--- src/rtl/decred_spi_host.sv ---
// SPI host for a Decred hashing client: one 16-bit mode-0 frame per request
// (rw, 7-bit address, data byte) with programmable setup/half-period/hold
// timing, plus a synchronizer and edge pulse for the client interrupt line.
//
// state     | meaning
// ----------+-----------------------------------------------------------
// ST_IDLE   | SCSN high, waiting for start; done pulses here after a frame
// ST_SETUP  | SCSN low, SCLK low, MOSI shows bit 15 for SETUP_CYC cycles
// ST_SHIFT  | 16 bits, each HALF_CYC low then HALF_CYC high; MISO on rises
// ST_HOLD   | SCSN still low, SCLK/MOSI low for HOLD_CYC cycles
// ST_GAP    | SCSN high for HOLD_CYC cycles before the frame is reported done
module decred_spi_host #(
   parameter int SETUP_CYC = 2,
   parameter int HALF_CYC  = 2,
   parameter int HOLD_CYC  = 2
) (
   input  logic       SPI_CLK,
   input  logic       SPI_CLK_RESET_N,
   input  logic       start,
   input  logic       rw,
   input  logic [6:0] addr,
   input  logic [7:0] wdata,
   output logic       busy,
   output logic       done,
   output logic [7:0] rdata,
   output logic       SCSN_toClient,
   output logic       SCLK_toClient,
   output logic       MOSI_toClient,
   input  logic       MISO_fromClient,
   input  logic       IRQ_OUT_fromClient,
   output logic       irq_level,
   output logic       irq_pulse
);

   // Phase counter only ever holds (longest phase - 1), so it is sized to that.
   localparam int MAX_A = (SETUP_CYC > HALF_CYC) ? SETUP_CYC : HALF_CYC;
   localparam int MAX_C = (MAX_A > HOLD_CYC) ? MAX_A : HOLD_CYC;
   localparam int CW    = (MAX_C > 1) ? $clog2(MAX_C) : 1;

   localparam logic [CW-1:0] SETUP_LD = CW'(SETUP_CYC - 1);
   localparam logic [CW-1:0] HALF_LD  = CW'(HALF_CYC - 1);
   localparam logic [CW-1:0] HOLD_LD  = CW'(HOLD_CYC - 1);

   typedef enum logic [2:0] {
      ST_IDLE,
      ST_SETUP,
      ST_SHIFT,
      ST_HOLD,
      ST_GAP
   } state_t;

   state_t         state_q, state_d;
   logic [CW-1:0]  cnt_q, cnt_d;
   logic [3:0]     bit_q, bit_d;
   logic [15:0]    tx_q, tx_d;
   logic [7:0]     rx_q, rx_d;
   logic [7:0]     rdata_q, rdata_d;
   logic           sclk_q, sclk_d;
   logic           mosi_q, mosi_d;
   logic           scsn_q, scsn_d;
   logic           done_q, done_d;
   logic           sync1_q, sync2_q, sync3_q;

   // Next-state and registered-output logic for the frame sequencer.
   always_comb begin
      state_d = state_q;
      cnt_d   = cnt_q;
      bit_d   = bit_q;
      tx_d    = tx_q;
      rx_d    = rx_q;
      rdata_d = rdata_q;
      sclk_d  = sclk_q;
      mosi_d  = mosi_q;
      scsn_d  = scsn_q;
      done_d  = 1'b0;
      case (state_q)
         ST_IDLE: begin
            if (start) begin
               state_d = ST_SETUP;
               cnt_d   = SETUP_LD;
               bit_d   = 4'd15;
               tx_d    = {rw, addr, (rw ? wdata : 8'h00)};
               mosi_d  = rw;
               scsn_d  = 1'b0;
            end
         end
         ST_SETUP: begin
            if (cnt_q == '0) begin
               state_d = ST_SHIFT;
               cnt_d   = HALF_LD;
            end else begin
               cnt_d = cnt_q - CW'(1);
            end
         end
         ST_SHIFT: begin
            if (cnt_q != '0) begin
               cnt_d = cnt_q - CW'(1);
            end else if (!sclk_q) begin
               // Rising SCLK: the data byte occupies the last eight bits.
               sclk_d = 1'b1;
               cnt_d  = HALF_LD;
               if (bit_q < 4'd8) begin
                  rx_d = {rx_q[6:0], MISO_fromClient};
               end
            end else if (bit_q == 4'd0) begin
               state_d = ST_HOLD;
               sclk_d  = 1'b0;
               mosi_d  = 1'b0;
               cnt_d   = HOLD_LD;
            end else begin
               // Falling SCLK: present the next bit, MSB first.
               sclk_d = 1'b0;
               cnt_d  = HALF_LD;
               bit_d  = bit_q - 4'd1;
               mosi_d = tx_q[14];
               tx_d   = {tx_q[14:0], 1'b0};
            end
         end
         ST_HOLD: begin
            if (cnt_q == '0) begin
               state_d = ST_GAP;
               scsn_d  = 1'b1;
               cnt_d   = HOLD_LD;
            end else begin
               cnt_d = cnt_q - CW'(1);
            end
         end
         ST_GAP: begin
            if (cnt_q == '0) begin
               state_d = ST_IDLE;
               done_d  = 1'b1;
               rdata_d = rx_q;
            end else begin
               cnt_d = cnt_q - CW'(1);
            end
         end
         default: begin
            state_d = ST_IDLE;
            scsn_d  = 1'b1;
            sclk_d  = 1'b0;
            mosi_d  = 1'b0;
         end
      endcase
   end

   // Sequencer state and SPI pin registers.
   always_ff @(posedge SPI_CLK or negedge SPI_CLK_RESET_N) begin
      if (!SPI_CLK_RESET_N) begin
         state_q <= ST_IDLE;
         cnt_q   <= '0;
         bit_q   <= 4'd0;
         tx_q    <= 16'h0000;
         rx_q    <= 8'h00;
         rdata_q <= 8'h00;
         sclk_q  <= 1'b0;
         mosi_q  <= 1'b0;
         scsn_q  <= 1'b1;
         done_q  <= 1'b0;
      end else begin
         state_q <= state_d;
         cnt_q   <= cnt_d;
         bit_q   <= bit_d;
         tx_q    <= tx_d;
         rx_q    <= rx_d;
         rdata_q <= rdata_d;
         sclk_q  <= sclk_d;
         mosi_q  <= mosi_d;
         scsn_q  <= scsn_d;
         done_q  <= done_d;
      end
   end

   // Two-flop interrupt synchronizer plus one delayed copy for edge detect.
   always_ff @(posedge SPI_CLK or negedge SPI_CLK_RESET_N) begin
      if (!SPI_CLK_RESET_N) begin
         sync1_q <= 1'b0;
         sync2_q <= 1'b0;
         sync3_q <= 1'b0;
      end else begin
         sync1_q <= IRQ_OUT_fromClient;
         sync2_q <= sync1_q;
         sync3_q <= sync2_q;
      end
   end

   assign busy          = (state_q != ST_IDLE);
   assign done          = done_q;
   assign rdata         = rdata_q;
   assign SCSN_toClient = scsn_q;
   assign SCLK_toClient = sclk_q;
   assign MOSI_toClient = mosi_q;
   assign irq_level     = sync2_q;
   assign irq_pulse     = sync2_q & ~sync3_q;

endmodule
--- config.mk ---
export PLATFORM = sky130hd
export DESIGN_NAME = decred_spi_host
export DESIGN_NICKNAME = d
export VERILOG_FILES = /design/src/rtl/decred_spi_host.sv
export SDC_FILE = /design/constraint.sdc
export NUM_CORES = 1
export LEC_CHECK = 0
export ABC_AREA = 1
export BUFFER_PORTS_ARGS = -buffer_cell sky130_fd_sc_hd__buf_2
export CAP_MARGIN = 20
export CORE_UTILIZATION = 50
export CTS_CLUSTER_SIZE = 20
export DETAILED_ROUTE_END_ITERATION = 8
export HOLD_SLACK_MARGIN = 0.12
export PLACE_DENSITY_LB_ADDON = 0.25
export SLEW_MARGIN = 25
export SYNTH_ARGS = -nofsm -noshare
export SYNTH_HDL_FRONTEND = slang
export SYNTH_SLANG_ARGS = --single-unit
--- constraint.sdc ---
create_clock -name SPI_CLK -period 4.5 [get_ports SPI_CLK]
set_input_delay 0.9 -clock SPI_CLK [delete_from_list [all_inputs] [get_ports SPI_CLK]]
set_output_delay 0.9 -clock SPI_CLK [all_outputs]
set_load 0.01 [all_outputs]
Word-level counts from Yosys, hierarchy flattened

Cells that the tools add are included.

Flip-flop bits (word level): 46
Word-level logic and storage cells: 88
Output and inout bits: 15
Input port bits: 21

Add/subtract/negate cells: 2
Bitwise gates (word level): 7
Reductions and logical operators: 17
Multiplexer cells: 36
$lt $le $gt $ge: 1
Equality and inequality tests: 12

Operators with widths:

| cell                                                | number |
|---|---|
| two-way mux 15 bit                                  | 4 |
| case mux 15 bit (2 select lines)                    | 1 |
| two-way mux 3 bit                                   | 7 |
| two-way mux 4 bit                                   | 4 |
| != test 2 bit, second input constant                | 8 |
| case mux 3 bit (5 select lines)                     | 1 |
| two-way mux 1 bit                                   | 13 |
| case mux 1 bit (3 select lines)                     | 3 |
| OR reduction 3 bit                                  | 3 |
| two-way mux 8 bit                                   | 1 |
| case mux 4 bit (2 select lines)                     | 1 |
| AND reduction 4 bit                                 | 2 |
| AND reduction 7 bit                                 | 1 |
| equality test 3 x 2 -> 1 bit, second input constant | 2 |
| inverter 1 bit                                      | 6 |
| AND reduction 2 bit                                 | 3 |
| nonzero test 3 bit                                  | 2 |
| AND reduction 5 bit                                 | 1 |
| zero test 4 bit                                     | 1 |
| less-than comparator 4 bit, second input constant   | 1 |
| OR reduction 4 bit                                  | 1 |
| subtractor 4 x 1 -> 4 bit, second input constant    | 1 |
| equality test 3 x 1 -> 1 bit, second input constant | 1 |
| equality test 3 bit, second input constant          | 1 |
| other kinds (6)                                     | 6 |

Depth between registers and ports, before layout

Gate-level depths: netlist (run 1).

Depth after elaboration: 5
Mapped depth: 9
Depth with buffers taken out: 8

Least setup slack after synthesis (run 1)

Ideal clock, no wire load.

Kind: input -> register
Start point: input start
End point: register bit_q[3]
Arrival time: 1524 ps
Cell stages on the path: 8
Buffers on the path: 1
Path slack: 2858 ps
Data required time: 4382 ps
Library setup time: 118 ps
Cells stage by stage: inv_1 nand3_4 nand2_1 inv_2 nand3_4 buf_6 nand2_1 nand2_1

Cells in the longest elaborated chain, start to end: 2

Ends and longest elaborated chain:

| item                          | line | text |
|---|---|---|
| from (decl)                   | 19   | `input logic start,` |
| != test 2 bit (no line)       | n/a  |  |
| AND reduction 5 bit (no line) | n/a  |  |
| to (signal assigned)          | 162  | `bit_q <= bit_d;` |
| to (decl)                     | 54   | `logic [3:0] bit_q, bit_d;` |

No other way between the ends.
A chain may end at the register's enable or synchronous reset.

Final worst setup path (run 1)

Start point: register state_q[0]
End point: output busy

Cells in the longest elaborated chain, start to end: 1

Ends and longest elaborated chain:

| item                   | line | text |
|---|---|---|
| from (decl)            | 52   | `state_t state_q, state_d;` |
| from (signal assigned) | 160  | `state_q <= state_d;` |
| nonzero test 3 bit     | 186  | `assign busy = (state_q != ST_IDLE);` |
| to (decl)              | 23   | `output logic busy,` |

No other way between the ends.

==> results.json, run 1 <==
{
  "status": "finished clean",
  "critPathBufInv": 1,
  "cts_hold_buf": 0,
  "cts_made_buffers": 5,
  "power_density_nw_per_um2": 683,
  "worst-slew-pin-transition_ps": 571,
  "synth.yosys.seq_area_share_pct": 49.8,
  "area_delta_synth_final_pct": 10.2,
  "p_switching_mw": 0.800,
  "routed_via_density": 5.01,
  "end_kind": "output port",
  "finalMaxSlewViolations": 0,
  "yosysWarnings": 0,
  "path_max_fanout": 8,
  "wl_per_cell_um": 11.6,
  "comb_power_share_pct": 45.7,
  "syn_area_um2": 2310,
  "ios": 36,
  "syn-num-nets": 308,
  "io_buffers": 35,
  "cp.arrival_ps": 1280,
  "final_layout_size_suffix_gt1_share_pct": 18.7,
  "min_period_ps": 2180,
  "fin_tns_setup_ps": 0,
  "max_freq_mhz": 458,
  "p_leak_nw": 1.42,
  "dpl.hpwl_um": 2880,
  "grt_max_degree": 47,
  "cts_tree": "yes",
  "remaining_drc_errors": 0,
  "worstSetupPathType": "reg2out",
  "vias": 1844,
  "die_area_um2": 4900,
  "cts_sinks": 46,
  "slowest_delay_ps": 570,
  "rows": 24,
  "clock-skew-final_ps": 12.1,
  "antenna_left": 0,
  "netlist_instances": 286,
  "diodes": 0,
  "path_cells": "nor2_8, nand2_1, buf_2",
  "clk_latency_ps": 290,
  "avgSynthCellArea_um2": 8.09,
  "place_area_um2": 2460,
  "start_util_pct": 52.4,
  "ir_drop_mv": 0.318,
  "crit_family": "flip-flops",
  "clkTransAtPathRegs_ps": 90,
  "drt_iter0_markers": 139,
  "p_clk_share_pct": 14.9,
  "core_area_um2": 4410,
  "final_nets": 337,
  "grt.overflow.total": 0,
  "final-hold-violation-count": 0,
  "finalCritPeriodShare_pct": 48.5,
  "hp-class": "reg2reg",
  "drt_wl_total_um": 4280,
  "cts_setup_buffers": 0,
  "ys_ff_latch": 46,
  "crit_required_ps": 3600,
  "pwr-share-seq_pct": 39.3,
  "setup_viol": 0,
  "htreeDepth": 2,
  "die_y_um": 70.0,
  "p_int_mw": 0.941,
  "final_area_um2": 2550,
  "slew_headroom_pct": 61.9,
  "rsz0062_at_grt": "false",
  "gr-usage-all-layers_pct": 19.2,
  "ctsResizeCount": 0,
  "grt_pass1_wl_um": 7590,
  "antenna_found_initial": 0,
  "yosysUniqueCellTypes": 27,
  "pre_cts_ws_ps": 2440,
  "first_pass_iters": 5,
  "maxCapViolations": 0,
  "cts-root-buf": "clkbuf_8",
  "cp-start-kind": "register",
  "globalplace.congestion": 0.833,
  "grt_pass1_vias": 1689,
  "clockBufferDepth": 2,
  "die_width_um": 70.0,
  "worst_path_max_delay_cell": "dfrtp_1",
  "setup_slack_ps": 2320,
  "swShare_pct": 45.9
}
==> synthesized netlist by cell type <==
cell	n	area [um^2]
inv_2	3	11.3
nand3_2	2	20.0
o21ai_0	12	60.1
buf_2	2	10.0
clkbuf_2	1	5.00
nand3_4	2	35.0
a21oi_1	4	20.0
o31ai_1	1	7.51
o21ai_1	6	30.0
nand2_1	120	450
nor2_8	2	40.0
ha_1	1	12.5
a21oi_2	1	8.76
clkbuf_1	1	3.75
nor2_1	6	22.5
buf_6	4	45.0
nand4_1	7	43.8
buf_4	4	30.0
buf_1	1	3.75
o22ai_1	1	6.26
inv_1	21	78.8
nand3_1	33	165
nand2_4	2	22.5
nor2_4	2	22.5
or2_2	1	6.26
dfrtp_1	45	1130
dfstp_2	1	26.3
==> power groups by stage <==
stage               sequential [mW]  clock, mW  combinational (mW)
floorplan                     0.643          0               0.731
global placement              0.692          0               0.782
detailed placement            0.690          0               0.805
CTS                           0.685      0.266               0.806
global route                  0.704      0.282               0.926
finish                        0.685      0.260               0.796
==> flip-flops by register name, indices dropped and copies added, names as in the netlist <==
signal and cells:
tx_q 15, rdata 8, rx_q 8, bit_q 4
state_q 3, MOSI_toClient 1, SCLK_toClient 1, SCSN_toClient 1
cnt_q 1, done 1, irq_level 1, sync1_q 1
sync3_q 1
==> cells in the final DEF, fill, tap and decap left out, drive strengths merged <==
cell type  count
nand2        122
dfrtp         45
nand3         37
buf           35
inv           26
o21ai         18
nor2          10
nand4          7
clkbuf         5
a21oi          5
dfstp          1
o31ai          1
or2            1
o22ai          1
ha             1
clkinv         1
==> layer usage <==
layer,vias to the layer above,wire (um),GRT usage [%]
li1,968,-,-
met1,848,2130,27.3
met2,26,1990,29.6
met3,2,124,4.33
met4,0,29,5.11
met5,-,0,0
==> cells by family after synthesis <==
| kind of cell | after synthesis | share of synthesized area (%) |
|---|---|---|
| adders and majority gates | 1 | 0.541 |
| and+or+nand+nor | 177 | 35.8 |
| DFF | 46 | 49.8 |
| buffers and inverters | 37 | 8.11 |
| AOI/OAI and AO/OA | 25 | 5.73 |
==> worst register-to-register path: stages, from the launching register on <==
cell and delay [ps]:
dfrtp_1 570, nor2_8 250, nand2_4 180, inv_2 380
o21ai_0 290, nand3_1 170, nand2_1 60, nand2_1 60
==> through the flow <==
stage	std cells	hold slack, ps	power [mW]	util (%)
after CTS	368	361	1.76	57.7
final	368	358	1.74	57.8
after global placement	360	338	1.47	55.6
after detailed placement	360	339	1.50	55.6
after floorplan	286	331	1.37	-
after global routing	368	364	1.91	57.8
==> area by class of cell <==
class	count	area [um^2]
clock buffers	5	68.8
well taps	52	65.1
repair buffers	35	178
inverters	24	90.1
fillers	412	1860
multi-input cells	203	973
flip-flops and latches	46	1150
clock inverters	3	22.5
==> worst paths after layout <==
path / start / end / slack (ps) / cells after the start
worst max-delay path: state_q[0]$_DFFE_PN0P_ / busy / 2320 / 3
worst min-delay path: sync1_q$_DFF_PN0_ / irq_level$_DFF_PN0_ / 360 / 0
worst max register to register: state_q[0]$_DFFE_PN0P_ / state_q[1]$_DFFE_PN0P_ / 2480 / 7
worst min register to register: sync1_q$_DFF_PN0_ / irq_level$_DFF_PN0_ / 360 / 0
max in group asynchronous: SPI_CLK_RESET_N / bit_q[3]$_DFFE_PN0P_ / 3520 / 1
min in group asynchronous: SPI_CLK_RESET_N / state_q[2]$_DFFE_PN0P_ / 580 / 1
Power figures use the tool's default switching activity.
==> inputs of run 2 (changes only) <==
clock period = 2.15 ns   (was 4.5 ns; I/O delays follow)
==> results.json, run 2 (synthesis results as in run 1) <==
{
  "clkTransAtPathRegs_ps": 90,
  "grt_pass1_vias": 1727,
  "worstHoldStart": "IRQ_OUT_fromClient",
  "vias": 1855,
  "hold-path-cell-count": 1,
  "finalCritPeriodShare_pct": 81.9,
  "pwr-share-seq_pct": 37.9,
  "antenna_found_initial": 0,
  "pre_cts_ws_ps": 404,
  "first_pass_iters": 4,
  "cts_hold_buf": 1,
  "clockBufferDepth": 2,
  "drt_wl_total_um": 4460,
  "layout.cells.most_common_list": "nand2_1 (120), dfrtp_1 (45), buf_2 (35)",
  "drt_iter0_markers": 123,
  "cts_sinks": 46,
  "final_util_pct": 59.2,
  "final_nets": 341,
  "die_y_um": 70.0,
  "crit_required_ps": 2390,
  "cp.arrival_ps": 2000,
  "ir_drop_mv": 0.670,
  "clk_latency_ps": 300,
  "start_util_pct": 52.4,
  "finalNonFillerCells": 372,
  "wl_per_cell_um": 12.0,
  "largest-register": "tx_q",
  "p_leak_nw": 1.44,
  "r2r_end": "tx_q[10]$_DFFE_PN0P_",
  "power_density_nw_per_um2": 1450,
  "dp_cells": 363,
  "worst-slew-pin-transition_ps": 505,
  "worstSetupPathType": "reg2reg",
  "final_common_cell": "nand2_1",
  "fillerInstances": 413,
  "globalplace.congestion": 0.800,
  "dpl.hpwl_um": 3070,
  "final-hold-violation-count": 0,
  "final_layout_size_suffix_gt1_share_pct": 19.1,
  "diodes": 0,
  "r2r_slack_ps": 390,
  "htreeDepth": 2,
  "min_period_ps": 1760,
  "ctsResizeCount": 0,
  "remaining_drc_errors": 0,
  "cts-root-buf": "clkbuf_8",
  "routed_via_density": 4.99,
  "setup_viol": 0,
  "hp-class": "in2reg",
  "maxCapViolations": 0,
  "p_clk_share_pct": 16.7,
  "path_max_fanout": 17,
  "area_delta_synth_final_pct": 12.9,
  "p_int_mw": 2.11,
  "die_width_um": 70.0,
  "status": "finished clean",
  "largest_reg_flops": 15,
  "totalPowerFinal_mw": 3.79,
  "swShare_pct": 44.4,
  "core_area_um2": 4410,
  "final-seq-area_um2": 1150,
  "antenna_left": 0,
  "finalMaxSlewViolations": 0,
  "io_buffers": 35,
  "die_area_um2": 4900,
  "p_switching_mw": 1.68,
  "fin_hold_ws_ps": 233,
  "max_freq_mhz": 568,
  "grt_max_degree": 26,
  "crit_top_cell": "nand2_1",
  "r2r_cells": 8,
  "cp-start-kind": "register",
  "cts_made_buffers": 5,
  "fin_tns_setup_ps": 0,
  "min_to": "sync1_q$_DFF_PN0_",
  "slew_headroom_pct": 66.3,
  "end_kind": "register",
  "grt.overflow.total": 0,
  "place_area_um2": 2490,
  "clock-skew-final_ps": 9.66,
  "rsz0062_at_grt": "false",
  "slowest_delay_ps": 560,
  "worst_path_max_delay_cell": "dfrtp_1",
  "grt_pass1_wl_um": 7910,
  "ios": 36,
  "rows": 24,
  "final_area_um2": 2610,
  "gr-usage-all-layers_pct": 20.3,
  "comb_power_share_pct": 45.3,
  "path_cells": "nor2_8, nand2_4, inv_2, buf_4, nand2_1, nand2_1, nand3_1, nand2_1",
  "cts_setup_buffers": 0,
  "rr_startpoint": "state_q[0]$_DFFE_PN0P_",
  "cts_tree": "yes",
  "multi_input_area_um2": 973,
  "setup_slack_ps": 390
}
run 2: changes by cell type in the layout (fill, tap and decap cells not counted):
cell           delta
buf_4             +1
inv_6             -2
clkinvlp_4        +1
buf_12            +1
dlygate4sd3_1     +1
clkbuf_1          +1
clkinv_2          -1
bufinv_16         +1
buf_2             +1
run 2: worst max-delay path by stage:
| stage | start | end | slack [ps] | depth (start not counted) |
|---|---|---|---|---|
| 3_3_place_gp | state_q[0]$_DFFE_PN0P_ | state_q[0]$_DFFE_PN0P_ | 420 | 7 |
| 3_5_place_dp | state_q[0]$_DFFE_PN0P_ | tx_q[10]$_DFFE_PN0P_ | 400 | 7 |
| 5_1_grt | state_q[0]$_DFFE_PN0P_ | state_q[0]$_DFFE_PN0P_ | 200 | 7 |
| 6_report | state_q[0]$_DFFE_PN0P_ | tx_q[10]$_DFFE_PN0P_ | 390 | 8 |
| 4_1_cts | state_q[0]$_DFFE_PN0P_ | state_q[0]$_DFFE_PN0P_ | 380 | 7 |
| 2_1_floorplan | bit_q[0]$_DFFE_PN0P_ | bit_q[2]$_DFFE_PN0P_ | 700 | 8 |
run 2: final cells by class:
| type | count | share of cell area [%] |
|---|---|---|
| clock buffer | 6 | 2.78 |
| inverter | 24 | 3.45 |
| multi-input combinational | 203 | 37.3 |
| sequential | 46 | 44.1 |
| timing repair buffer | 39 | 8.43 |
| tap | 52 | 2.49 |
| clock inverter | 2 | 1.44 |
run 2: worst max-delay path, delay by kind of cell, from the launching register on:
kind,cells,cell delay (ps)
and+or+nand+nor,6,700
buffers and inverters,2,430
DFF,1,560
run 2: power groups by stage:
stage | combinational [mW] | clock (mW) | sequential [mW]
after floorplan | 1.53 | 0 | 1.35
after global placement | 1.68 | 0 | 1.45
after detailed placement | 1.72 | 0 | 1.44
after CTS | 1.73 | 0.659 | 1.43
after global routing | 1.99 | 0.686 | 1.48
final | 1.72 | 0.634 | 1.44
run 2: routing by layer:
| metal | vias to the layer above | wire length, um | track usage [%] |
|---|---|---|---|
| met5 | - | 0 | 0 |
| met4 | 0 | 15 | 6.00 |
| met3 | 2 | 166 | 4.33 |
| met2 | 38 | 2060 | 31.3 |
| met1 | 837 | 2220 | 28.9 |
| li1 | 978 | - | - |
